==> src/rtl/dap_bit_sequencer.sv <==
// Bit-level shifter for a debug access port: drives and samples one data line on baud strobes.
// Define DAP_SEQ_PARITY_EN to add a running XOR of the sampled bits on rsp_parity.
module dap_bit_sequencer #(
    parameter int unsigned DATA_WIDTH = 32
) (
    input  logic                          clk,
    input  logic                          resetn,
    input  logic                          cmd_valid,
    output logic                          cmd_ready,
    input  logic [$clog2(DATA_WIDTH)-1:0] cmd_len,
    input  logic                          cmd_dir,
    input  logic [DATA_WIDTH-1:0]         cmd_wdata,
    input  logic                          abort,
    input  logic                          sclk_pulse,
    input  logic                          sclk_delay_pulse,
    input  logic                          io_in,
    output logic                          io_out,
    output logic                          io_oe,
    output logic                          baud_en,
    output logic                          busy,
    output logic                          rsp_valid,
    input  logic                          rsp_ready,
    output logic [DATA_WIDTH-1:0]         rsp_rdata,
    output logic                          rsp_parity
);
    localparam int unsigned LW = $clog2(DATA_WIDTH);

    typedef enum logic [1:0] {StIdle, StArm, StShift, StResp} state_e;

    state_e                state_q, state_d;
    logic [LW-1:0]         len_q, len_d;
    logic [LW-1:0]         cnt_q, cnt_d;
    logic [LW:0]           tx_idx_q, tx_idx_d;
    logic                  dir_q, dir_d;
    logic [DATA_WIDTH-1:0] wdata_q, wdata_d;
    logic [DATA_WIDTH-1:0] rx_q, rx_d;
    logic                  io_out_q, io_out_d;
    logic                  io_oe_q, io_oe_d;
`ifdef DAP_SEQ_PARITY_EN
    logic                  par_q, par_d;
`endif

    always_comb begin
        state_d  = state_q;
        len_d    = len_q;
        cnt_d    = cnt_q;
        tx_idx_d = tx_idx_q;
        dir_d    = dir_q;
        wdata_d  = wdata_q;
        rx_d     = rx_q;
        io_out_d = io_out_q;
        io_oe_d  = io_oe_q;
`ifdef DAP_SEQ_PARITY_EN
        par_d    = par_q;
`endif
        if (abort) begin
            state_d = StIdle;
            io_oe_d = 1'b0;
        end else begin
            unique case (state_q)
                StIdle: begin
                    if (cmd_valid) begin
                        len_d    = cmd_len;
                        dir_d    = cmd_dir;
                        wdata_d  = cmd_wdata;
                        rx_d     = '0;
                        cnt_d    = '0;
                        tx_idx_d = '0;
`ifdef DAP_SEQ_PARITY_EN
                        par_d    = 1'b0;
`endif
                        state_d  = StArm;
                    end
                end
                // Sample strobes are ignored here: the line has not been set up yet.
                StArm: begin
                    if (sclk_pulse) begin
                        state_d  = StShift;
                        tx_idx_d = (LW+1)'(1);
                        if (dir_q) begin
                            io_out_d = wdata_q[0];
                            io_oe_d  = 1'b1;
                        end
                    end
                end
                StShift: begin
                    if (sclk_pulse && dir_q && (tx_idx_q <= {1'b0, len_q})) begin
                        io_out_d = wdata_q[tx_idx_q[LW-1:0]];
                        tx_idx_d = tx_idx_q + 1'b1;
                    end
                    if (sclk_delay_pulse) begin
                        rx_d[cnt_q] = io_in;
`ifdef DAP_SEQ_PARITY_EN
                        par_d       = par_q ^ io_in;
`endif
                        // Counter parks on the final index instead of wrapping.
                        if (cnt_q == len_q) begin
                            state_d = StResp;
                            io_oe_d = 1'b0;
                        end else begin
                            cnt_d = cnt_q + 1'b1;
                        end
                    end
                end
                StResp: begin
                    if (rsp_ready) state_d = StIdle;
                end
                default: state_d = StIdle;
            endcase
        end
    end

    always_ff @(posedge clk or negedge resetn) begin
        if (!resetn) begin
            state_q  <= StIdle;
            len_q    <= '0;
            cnt_q    <= '0;
            tx_idx_q <= '0;
            dir_q    <= 1'b0;
            wdata_q  <= '0;
            rx_q     <= '0;
            io_out_q <= 1'b0;
            io_oe_q  <= 1'b0;
        end else begin
            state_q  <= state_d;
            len_q    <= len_d;
            cnt_q    <= cnt_d;
            tx_idx_q <= tx_idx_d;
            dir_q    <= dir_d;
            wdata_q  <= wdata_d;
            rx_q     <= rx_d;
            io_out_q <= io_out_d;
            io_oe_q  <= io_oe_d;
        end
    end

`ifdef DAP_SEQ_PARITY_EN
    always_ff @(posedge clk or negedge resetn) begin
        if (!resetn) par_q <= 1'b0;
        else         par_q <= par_d;
    end
    assign rsp_parity = par_q;
`else
    assign rsp_parity = 1'b0;
`endif

    assign cmd_ready = (state_q == StIdle);
    assign busy      = (state_q != StIdle);
    assign baud_en   = (state_q == StArm) || (state_q == StShift);
    assign rsp_valid = (state_q == StResp);
    assign rsp_rdata = rx_q;
    assign io_out    = io_out_q;
    assign io_oe     = io_oe_q;

endmodule

==> config.mk <==
export PLATFORM = sky130hd
export DESIGN_NAME = dap_bit_sequencer
export DESIGN_NICKNAME = d
export VERILOG_FILES = /design/src/rtl/dap_bit_sequencer.sv
export SDC_FILE = /design/constraint.sdc
export NUM_CORES = 1
export LEC_CHECK = 0
export BUFFER_PORTS_ARGS = -buffer_cell sky130_fd_sc_hd__buf_2
export CORE_MARGIN = 1
export CORE_UTILIZATION = 26
export DETAILED_ROUTE_END_ITERATION = 8
export GPL_TIMING_DRIVEN = 1
export PLACE_DENSITY = 0.51
export SLEW_MARGIN = 20
export SYNTH_ARGS = -nofsm -noshare
export SYNTH_HDL_FRONTEND = slang
export SYNTH_SLANG_ARGS = --single-unit
==> constraint.sdc <==
create_clock -name clk -period 2.5 [get_ports clk]
set_clock_uncertainty 0.2 [all_clocks]
set_input_delay 0.5 -clock clk [delete_from_list [all_inputs] [get_ports clk]]
set_output_delay 0.5 -clock clk [all_outputs]
set_load 0.05 [all_outputs]
==> flow_summary.ini <==
[die]
die_h_microns = 134
die-width_microns = 134
die_area_sq_um = 17900
start_util_pct = 26.9
i_o_pins = 85
placement_rows = 47
floorplan_core_area_sq_um = 16800

[placement]
gp_congestion = 0.800
port_buffer_count = 83
hpwlAfterDp_microns = 7890
placed_cell_area_sq_um = 5250

[drt]
detail_route.vias_per_cell = 4.67
routed_wl_microns = 11100
first_iter_violations = 154
route.antenna.remaining_nets = 0
drtPass1Iterations = 4
route.vias.total = 3416
drc = 0
wl_per_cell_microns = 15.1

[layout]
insertedDiodeCount = 0
synthToLayoutAreaGrowth_pct = 23.5
finish.instance_area_sq_um = 5560
layout-drive-gt1-share_pct = 33.0
nets = 568
final.fill_count = 1747

[timing]
rsz0062_at_grt = no
max_freq_ghz = 0.423
max_slew.worst_pin.slew_ns = 0.527
fin_crit_ns = 2.36
totalNegativeSetupSlack_ns = 0
final-hold-violation-count = 0
timing.final.crit_share_pct = 94.6
relSlewSlack_pct = 64.8
report.final.setup_viol = 0
report.final.slew_viol_count = 0

[global_route]
number_of_global_route_vias_before_repair = 3545
largest_net_degree_at_the_start_of_global_routing = 48
number_of_antenna_violations_at_the_first_check_in_global_routing = 0
grt_util_all_layers_pct = 13.2
wire_length_of_the_first_global_routing_pass_microns = 18500
overflow = 0

[synth]
post_synth_inst_count = 422
ys.warnings.count = 0
synth.net_count = 483
synth_seq_cells = 85
yosysSeqAreaShare_pct = 47.2
yosys.cell_types.count = 43
synthesis.area_sq_um = 4500
synthesis.area_per_instance_sq_um = 10.7

[clocking]
htree_num_levels = 3
cts-root-buf = clkbuf_16
cts_tree = done
clk-insertion-delay-late_ns = 0.34
clkTransAtPathRegs_ns = 0.07
cts.sinks = 85
tritoncts.num_buffers = 9
post-cts-setup-buffers = 0
cts-root-to-sink-buffers = 2

[worst_setup_path]
path_max_fanout = 8
required_time_worst_endpoint_ns = 2.57
timing.critical_path.arrival_ns = 2.43
worstSetupStartpointType = flop
critical_path.endpoint_type = flop
worst_path_most_repeated_cell = or3_1
max_stage_delay_cell_worst_path = or3_1
worst_path_largest_cell_delay_ns = 0.44
crit_type = reg -> reg
cells_along_the_critical_path = inv_1 > ha_2 > nor2b_1 > or3_1 > a31o_4 > or3_1 > a21oi_1

[pwr]
power.static_leakage_nw = 2.69
irDropWorstVdd_mv = 0.437
p_per_area_nw_per_um2 = 929

[status]
result_of_the_run = complete, no violations

[run]
max_cap_violations = 0

[min_path]
holdCritPathClass = in -> reg
-- synth_stat cells, drive strengths merged --
| cell type | number | share of area, % |
|---|---|---|
| nor4 | 1 | 0.14 |
| nand3b | 1 | 0.17 |
| a21oi | 7 | 0.78 |
| nand4b | 1 | 0.19 |
| and3 | 1 | 0.14 |
| xor2 | 5 | 0.97 |
| a2111o | 1 | 0.25 |
| or3 | 5 | 0.69 |
| o221ai | 1 | 0.19 |
| mux4 | 10 | 5.0 |
| a31o | 1 | 0.39 |
| o21ai | 45 | 5.0 |
| mux2 | 38 | 9.5 |
| o31ai | 2 | 0.33 |
| or4 | 1 | 0.17 |
| o211ai | 2 | 0.33 |
| a21o | 1 | 0.17 |
| nand4 | 2 | 0.28 |
| and3b | 2 | 0.39 |
| ha | 15 | 4.2 |
| or2 | 2 | 0.28 |
| o22ai | 1 | 0.14 |
| nand2 | 70 | 5.8 |
| nand3 | 9 | 1.0 |
| nor2b | 4 | 0.56 |
| nor3 | 3 | 0.33 |
| dfrtp | 85 | 47 |
| conb | 1 | 0.083 |
| a211o | 2 | 0.39 |
| a22o | 1 | 0.19 |
| a2111oi | 1 | 0.33 |
| o21bai | 2 | 0.33 |
| mux2i | 35 | 7.8 |
| a31oi | 3 | 0.42 |
| o31a | 1 | 0.19 |
| nor3b | 2 | 0.33 |
| inv | 17 | 1.4 |
| nor2 | 11 | 0.92 |
| clkbuf | 12 | 1.0 |
| buf | 14 | 1.4 |
| nand2b | 4 | 0.56 |
-- sequential cells by signal (all words and copies together) (netlist names) --
signal	flops
cnt_q	5
state_q	2
wdata_q	32
dir_q	1
io_oe	1
rsp_rdata	32
len_q	5
tx_idx_q	6
io_out	1
-- path summary, 6_finish.rpt --
check	slack [ns]	startpoint	cells past startpoint	to
setup / recovery	0.14	state_q[0]$_DFFE_PN0P_	7	cnt_q[3]$_DFFE_PN0P_
hold / removal	0.19	cmd_wdata[24]	2	wdata_q[24]$_DFFE_PN0P_
setup reg to reg	0.14	state_q[0]$_DFFE_PN0P_	7	cnt_q[3]$_DFFE_PN0P_
hold reg to reg	0.30	wdata_q[12]$_DFFE_PN0P_	1	wdata_q[12]$_DFFE_PN0P_
max in group asynchronous	1.12	resetn	3	len_q[0]$_DFFE_PN0P_
min in group asynchronous	0.38	resetn	2	rsp_rdata[9]$_DFFE_PN0P_
-- per-stage QoR --
| step | setup slack, ns | cells | hold WS [ns] | power [mW] | util (%) |
|---|---|---|---|---|---|
| after global placement | 0.211 | 715 | 0.202 | 3.84 | 31.3 |
| final | 0.136 | 732 | 0.185 | 5.17 | 33.2 |
| after CTS | 0.128 | 732 | 0.173 | 5.24 | 33.1 |
| after detailed placement | 0.146 | 715 | 0.204 | 3.89 | 31.3 |
| after floorplan | 0.116 | 422 | 0.00441 | 3.32 | - |
| after global routing | 0.00102 | 732 | 0.176 | 5.53 | 33.2 |
-- kinds of logic after synthesis --
family          Yosys count  share of synthesized area [%]
flops                    85                           47.2
buf+inv                  43                           3.83
compound gates           71                           9.45
simple gates            119                           12.0
xor+xnor                  5                          0.972
other cells               1                         0.0833
fa+ha+maj                15                           4.17
mux                      83                           22.3
-- layout make-up --
type                            count  area (sq um)  share of cell area [%]
Multi-Input combinational cell    294          2220                    39.9
Sequential cell                    85          2130                    38.3
Timing Repair Buffer              100           586                    10.5
Inverter                           17          63.8                    1.15
Tap cell                          220           275                    4.95
Clock inverter                      6          63.8                    1.15
Clock buffer                       10           229                    4.12
-- metal layers --
| layer | wire, microns | vias up | track usage [%] |
|---|---|---|---|
| met4 | 67 | 0 | 3.22 |
| li1 | - | 1643 | - |
| met1 | 4970 | 1680 | 16.6 |
| met3 | 537 | 5 | 3.46 |
| met5 | 0 | - | 0 |
| met2 | 5480 | 88 | 22.4 |
-- report_power, final --
part	internal (mW)	leakage, nW	switching, mW
clock	0.772	0.138	0.551
combinational	0.805	1.46	1.06
sequential	1.74	1.10	0.244
-- placed cells by master (no fill, tap or decap), types with 4 or more instances in the layout --
cell type	synthesis	final
a21oi_1	7	6
buf_2	6	82
buf_4	1	14
clkbuf_16	0	9
dfrtp_1	85	85
ha_1	15	14
inv_1	17	17
mux2_2	38	38
mux2i_1	35	35
mux4_2	10	10
nand2_1	70	70
nand2b_1	4	4
nand3_1	9	9
nor2_1	11	11
nor2b_1	4	4
o21ai_0	45	45
or3_1	5	5
xor2_1	5	5
-- worst max-delay path: cells and delay by family, from the launching register on --
family | cells | cell delay, ns
compound gates | 2 | 0.41
fa+ha+maj | 1 | 0.21
buf+inv | 1 | 0.10
flops | 1 | 0.41
simple gates | 3 | 0.95
-- timing repair --
action / 4_1_cts / 5_1_grt
endpoints found under the hold margin: 17 / 0
hold buffers: 1 / 0
gates resized for setup: 0 / 2
endpoints found under the setup margin: 0 / 3
Power figures use the tool's default switching activity.
